## src/rtl/control.sv

```systemverilog
// Single-cycle RV32I main + ALU decoder with illegal-instruction status.
// Define CONTROL_ILLEGAL_SQUASH_EN to gate RegWrite/MemWrite/PCSrc on Illegal.
module control (
    input  logic       clk,
    input  logic       rst_n,
    input  logic [6:0] op,
    input  logic [2:0] funct3,
    input  logic       funct7,
    input  logic       Zero,
    output logic       PCSrc,
    output logic       ResultSrc,
    output logic       MemWrite,
    output logic [2:0] ALUControl,
    output logic       ALUSrc,
    output logic [1:0] ImmSrc,
    output logic       RegWrite,
    output logic       Illegal,
    output logic       IllegalSticky,
    output logic [7:0] IllegalCount
);

    localparam logic [6:0] OP_LW  = 7'b0000011;
    localparam logic [6:0] OP_SW  = 7'b0100011;
    localparam logic [6:0] OP_R   = 7'b0110011;
    localparam logic [6:0] OP_I   = 7'b0010011;
    localparam logic [6:0] OP_BEQ = 7'b1100011;

    localparam logic [2:0] ALU_ADD = 3'b000;
    localparam logic [2:0] ALU_SUB = 3'b001;
    localparam logic [2:0] ALU_AND = 3'b010;
    localparam logic [2:0] ALU_OR  = 3'b011;
    localparam logic [2:0] ALU_SLT = 3'b101;

    logic is_lw;
    logic is_sw;
    logic is_r;
    logic is_i;
    logic is_beq;

    assign is_lw  = (op == OP_LW);
    assign is_sw  = (op == OP_SW);
    assign is_r   = (op == OP_R);
    assign is_i   = (op == OP_I);
    assign is_beq = (op == OP_BEQ);

    logic       reg_write;
    logic       mem_write;
    logic       branch;
    logic [1:0] alu_op;
    logic       illegal_op;
    logic       illegal_f3;

    always_comb begin
        reg_write  = 1'b0;
        ImmSrc     = 2'b00;
        ALUSrc     = 1'b0;
        mem_write  = 1'b0;
        ResultSrc  = 1'b0;
        branch     = 1'b0;
        alu_op     = 2'b00;
        illegal_op = 1'b0;
        unique case (1'b1)
            is_lw: begin
                reg_write = 1'b1;
                ALUSrc    = 1'b1;
                ResultSrc = 1'b1;
            end
            is_sw: begin
                ImmSrc    = 2'b01;
                ALUSrc    = 1'b1;
                mem_write = 1'b1;
            end
            is_r: begin
                reg_write = 1'b1;
                alu_op    = 2'b10;
            end
            is_i: begin
                reg_write = 1'b1;
                ALUSrc    = 1'b1;
                alu_op    = 2'b10;
            end
            is_beq: begin
                ImmSrc = 2'b10;
                branch = 1'b1;
                alu_op = 2'b01;
            end
            default: illegal_op = 1'b1;
        endcase
    end

    // Only register-register funct3=000 with funct7 set is a subtract.
    always_comb begin
        ALUControl = ALU_ADD;
        illegal_f3 = 1'b0;
        unique case (alu_op)
            2'b00: ALUControl = ALU_ADD;
            2'b01: ALUControl = ALU_SUB;
            2'b10: begin
                case (funct3)
                    3'b000:  ALUControl = (op[5] & funct7) ? ALU_SUB : ALU_ADD;
                    3'b010:  ALUControl = ALU_SLT;
                    3'b110:  ALUControl = ALU_OR;
                    3'b111:  ALUControl = ALU_AND;
                    default: illegal_f3 = 1'b1;
                endcase
            end
            default: ALUControl = ALU_ADD;
        endcase
    end

    assign Illegal = illegal_op | illegal_f3;

`ifdef CONTROL_ILLEGAL_SQUASH_EN
    assign RegWrite = reg_write & ~Illegal;
    assign MemWrite = mem_write & ~Illegal;
    assign PCSrc    = branch & Zero & ~Illegal;
`else
    assign RegWrite = reg_write;
    assign MemWrite = mem_write;
    assign PCSrc    = branch & Zero;
`endif

    always_ff @(posedge clk or negedge rst_n) begin
        if (!rst_n) begin
            IllegalSticky <= 1'b0;
            IllegalCount  <= 8'd0;
        end else if (Illegal) begin
            IllegalSticky <= 1'b1;
            if (IllegalCount != 8'hFF)
                IllegalCount <= IllegalCount + 8'd1;
        end
    end

endmodule

```

## config.mk

```make
export PLATFORM = sky130hd
export DESIGN_NAME = control
export DESIGN_NICKNAME = d
export VERILOG_FILES = /design/src/rtl/control.sv
export SDC_FILE = /design/constraint.sdc
export NUM_CORES = 1
export LEC_CHECK = 0
export CAP_MARGIN = 30
export CORE_AREA = 2 2 39 41
export CTS_BUF_LIST = sky130_fd_sc_hd__clkbuf_2
export DETAILED_ROUTE_END_ITERATION = 10
export DIE_AREA = 0 0 41 43
export DONT_BUFFER_PORTS = 1
export HOLD_SLACK_MARGIN = 0.03
export PLACE_DENSITY = 0.64
export SLEW_MARGIN = 20
export SYNTH_ARGS = -nofsm -noshare
export SYNTH_HDL_FRONTEND = slang
export SYNTH_SLANG_ARGS = --single-unit
```

## constraint.sdc

```tcl
create_clock -name clk -period 4.2 [get_ports clk]
set_input_delay 0.63 -clock clk [delete_from_list [all_inputs] [get_ports clk]]
set_output_delay 0.63 -clock clk [all_outputs]
set_load 0.01 [all_outputs]
```

# Yosys cells after proc, flatten, opt, wreduce, memory -nomap -nowiden
# Index checks and enable logic that the tools add are counted.
dict set report word_totals {
  regBits 9
  input_bits 14
  output_inout_bits 20
  wordCells 37
}
dict set report classes {
  add_sub_neg 1
  n_eq_ne 11
  n_mux 13
  n_bitwise 3
  n_reduce_logical 7
}
# operator n
set ops {}
lappend ops {{$eq 7x6->1 const B} 2}
lappend ops {{$pmux 3 s4} 1}
lappend ops {{$mux 1} 9}
lappend ops {{$add 8x1->8 const B} 1}
lappend ops {{$ne 8x8->1 const B} 1}
lappend ops {{$pmux 2 s2} 2}
lappend ops {{$eq 7x2->1 const B} 1}
lappend ops {{$eq 7x5->1 const B} 1}
lappend ops {{$eq 7x7->1 const B} 1}
lappend ops {{$eq 3x3->1 const B} 2}
lappend ops {{$pmux 3 s2} 1}
lappend ops {{$reduce_or 3->1} 2}
lappend ops {{$reduce_or 5->1} 1}
lappend ops {{$reduce_or 4->1} 1}
lappend ops {{$eq 3x2->1 const B} 1}
lappend ops {{$logic_not 3->1} 1}
lappend ops {{$and 1x1->1} 2}
lappend ops {{$eq 2x1->1 const B} 1}
lappend ops {{$eq 2x2->1 const B} 1}
lappend ops {{$reduce_and 2->1} 1}
lappend ops {{$reduce_or 2->1} 1}
lappend ops {{$or 1x1->1} 1}

# Depth between registers and ports, before layout
dict set report depth {
  depth_word 7
  mapped_depth 10
  mapped_depth_nobuf 10
}

# Worst setup path before layout
# Ideal clock, no wire load.
dict set report synth_path {
  kind {input to output}
  startpoint {in op[2]}
  endpoint {out Illegal}
  t_arrival_ps 2222
  required_time_ps 3570
  setup_slack_ps 1348
  stages 7
  n_path_buf 0
  cell_sequence {nand4bb_1 nor3_1 inv_1 ha_1 a21boi_0 a221oi_4 inv_1}
}
dict set report synth_between {
  elab_chain_len 6
  elab_cells_between_ends 12
  cone_classes {eq/ne (6); mux (3); bitwise (1); reduce/logical (2)}
}
# item line_no
set synth_lines {}
lappend synth_lines {{start, declared} 6} ;# input logic [6:0] op,
lappend synth_lines {{$eq 7x6->1 / $eq 7x5->1 (equally long branches)} {42, 43}}
lappend synth_lines {{$reduce_or 2->1 (no line)} n/a}
lappend synth_lines {{$pmux 2 s2} 62} ;# unique case (1'b1)
lappend synth_lines {{$eq 2x2->1} 95} ;# unique case (alu_op)
lappend synth_lines {{$mux 1} 95}
lappend synth_lines {{$or 1x1->1 (*)} 111} ;# assign Illegal = illegal_op | illegal_f3;
lappend synth_lines {{end, declared} 17} ;# output logic Illegal,
# Mark *: on every way between the ends. The rest lies on a longest branch, timed or not.

# Worst setup path in the final report
# Same ends and word-level chain as after synthesis.

==> run metrics <==
Hold Violations, Final=0; Crit path top cell by count=inv_1; DP HPWL=929.5 µm; DR DRC count=0; CP top delay family=simple AND/OR/NAND/NOR gates; CTS tree=done; PD cells=557.1 nW/µm²; root buffer cell=clkbuf_2; Yosys cell types=24; Net Switching=157.2 µW; CP Launch Point=op[2]; clock sinks=9; 1st-pass router iterations=4; status=finished, final reports clean; worst relative slew slack=0.7273; Synth Area per Inst=9.297 µm²; top post-synthesis cells by area=dfrtp_1 (37%), xor2_1 (7.2%), ha_1 (6.2%); TritonCTS Buffers=3; Setup Skew=0.01447 ns; final count of pins violating max slew=0; antenna violations before repair=0; slowest cell on the critical path=a221oi_4; first-pass GRT wire length=1842 µm; RSZ-0062 raised after global routing=no; yosys warns=0; clock slew at reported path FFs=0.10 ns; logic gate share of total power=0.292; I/O Pins=34; Critical Path AT=2.43 ns; Clk Latency, worst-skew pair=0.26 ns; sequential area share after synthesis=0.3727; min Tclk post-route=3.059 ns; Fmax=0.3269 GHz; Avg WL per Cell=13.88 µm; die area=1763 µm²; Rows=14; hold_sp=IllegalSticky; Die Y-Extent=43 µm; number of cells produced by synthesis=65; cell accounting for the most synthesized area=dfrtp_1; Die X=41 µm; post-synth top area share=0.3727; syn_nets=82; global-route usage over all layers=0.1614; Max Cap Viol=0; core box area=1384 µm²; antenna cell count=0; layout cell share with drive strength beyond 1=0.1286; Worst setup EP type=output port; Layout Utilization=0.4729; Setup Viol. Count Final=0; WS Path Type=input pin to output port; CTS resizes=0; crit-path max FO=8; DRT iter0 DRCs=18; via count=484; total gr overflow=0; vias in the first global route=450; crit-path cells=nand4bb_1 -> nor3_1 -> inv_1 -> ha_1 -> a21boi_0 -> a221oi_4 -> inv_1; Via density=5.628; crit path buf inv count=2; hold slack=0.5629 ns; gpl congestion=0.7711; PortBufs=0; launching point of the worst reg2reg path=IllegalCount[0]; Layout Area Growth over Synthesis=8.282%; peak supply drop=0.2760 mV; Initial Util=0.4367; CP Data Required Time=3.57 ns; fin crit share=0.7284; # nets final=88; CP Launch Type=input pin; Clock Path Buffers=2; Crit path largest cell delay=0.44 ns; H-tree levels=1; FF+latch count, synth=9; hold crit path type=flop to flop; Synth Cell Area=604.3 µm²; Pint=207.3 µW; switching power share of the total=0.4312; Seq pwr share=0.551; largest net degree at the start of global routing=10; Post-DRT Antenna Nets=0; Pleak=0.0002593 µW; Clk pwr share=0.157; final WL=1194 µm; Final TNS setup=0 ns; Least-Margin Pin Slew=0.4090 ns
[layer usage]
layer,routed length [µm],vias up,global-route usage
met1,490,218,0.1900
met5,0,-,0
met3,151,6,0.1361
li1,-,240,-
met4,27,0,0.08000
met2,525,20,0.2000
[flip-flops by register name, summed over array words and instances (netlist names)]
| register | flops |
|---|---|
| IllegalSticky | 1 |
| IllegalCount | 8 |
[worst reg2reg max path: stages, from the launching register on]
cell and delay [ns]:
dfrtp_1 0.45, ha_1 0.26, nand3_1 0.09, nor2_1 0.32, nor2_2 0.11, mux2_4 0.31
[cells in the mapped netlist, drive strengths merged]
master,count
nand4,1
nand3,3
ha,3
or2,1
o21bai,1
a31oi,2
a221oi,1
and2,2
nand2b,3
inv,5
nor2,8
a21oi,4
nand4bb,1
dfrtp,9
xor2,5
mux2,1
nor3,4
nor4,3
nand2,5
nor4b,1
nor3b,1
a21boi,1
[worst paths after layout]
| path | end | cells after the start | slack, ns |
|---|---|---|---|
| worst max-delay path | Illegal | 7 | 1.14 |
| worst min-delay path | IllegalSticky | 1 | 0.56 |
| worst max register to register | IllegalCount[1] | 5 | 2.56 |
| worst min register to register | IllegalSticky | 1 | 0.56 |
| max in group asynchronous | IllegalCount[2] | 1 | 3.19 |
| min in group asynchronous | IllegalCount[4] | 1 | 0.71 |
[through the flow]
| step | power [µW] | worst slack, ns | cells | instance area, µm² |
|---|---|---|---|---|
| final | 364.5 | 1.141 | 86 | 654.4 |
| after global routing | 402.7 | 0.8718 | 86 | 654.4 |
| after CTS | 366.3 | 1.104 | 85 | 644.4 |
| after detailed placement | 304.7 | 1.104 | 81 | 624.3 |
| after global placement | 304.1 | 1.188 | 81 | 624.3 |
| after floorplan | 278.7 | 1.348 | 65 | 604.3 |
[cell usage in the layout, fill, tap and decap left out, types with 2 or more instances in the layout]
cell / synthesis / final
dfrtp_1: 9 / 9
nor2_1: 7 / 7
inv_1: 5 / 5
nand2_1: 5 / 5
xor2_1: 5 / 5
nor3_1: 4 / 4
a21oi_1: 4 / 4
clkbuf_2: 0 / 4
nand3_1: 3 / 3
nor4_1: 3 / 3
ha_1: 3 / 3
nand2b_1: 2 / 2
and2_1: 2 / 2
a31oi_1: 2 / 2
[power groups by stage]
stage | Combinational, µW | Sequential (µW) | Clock, µW
global route | 124 | 212 | 66.5
CTS | 104 | 203 | 59.6
finish | 106 | 201 | 57.2
floorplan | 89.1 | 190 | 0
detailed placement | 101 | 204 | 0
global placement | 101 | 203 | 0
[area by class of cell]
type,count,area (µm²)
inverter,5,18.77
timing repair buffer,1,10.01
sequential,9,225.2
clock buffer,4,20.02
fill,143,729.5
tap,16,20.02
multi-input combinational,51,360.3
[logic make-up (layout without fill, tap and decap cells)]
group           count (synthesis)  count (layout)  synth area share
simple gates                   33              33            0.3147
compound gates                  9               9            0.1222
flops                           9               9            0.3727
xor+xnor                        5               5           0.07246
buf+inv                         5              10           0.03106
fa+ha+maj                       3               3           0.06212
mux                             1               1           0.02484
[repair_timing]
| action | in CTS | in global routing |
|---|---|---|
| setup endpoints to repair | 0 | 0 |
| hold buffers | 0 | 1 |
| endpoints found under the hold margin | 0 | 9 |
| buffers inserted | 0 | 0 |
Power figures use the tool's default switching activity.
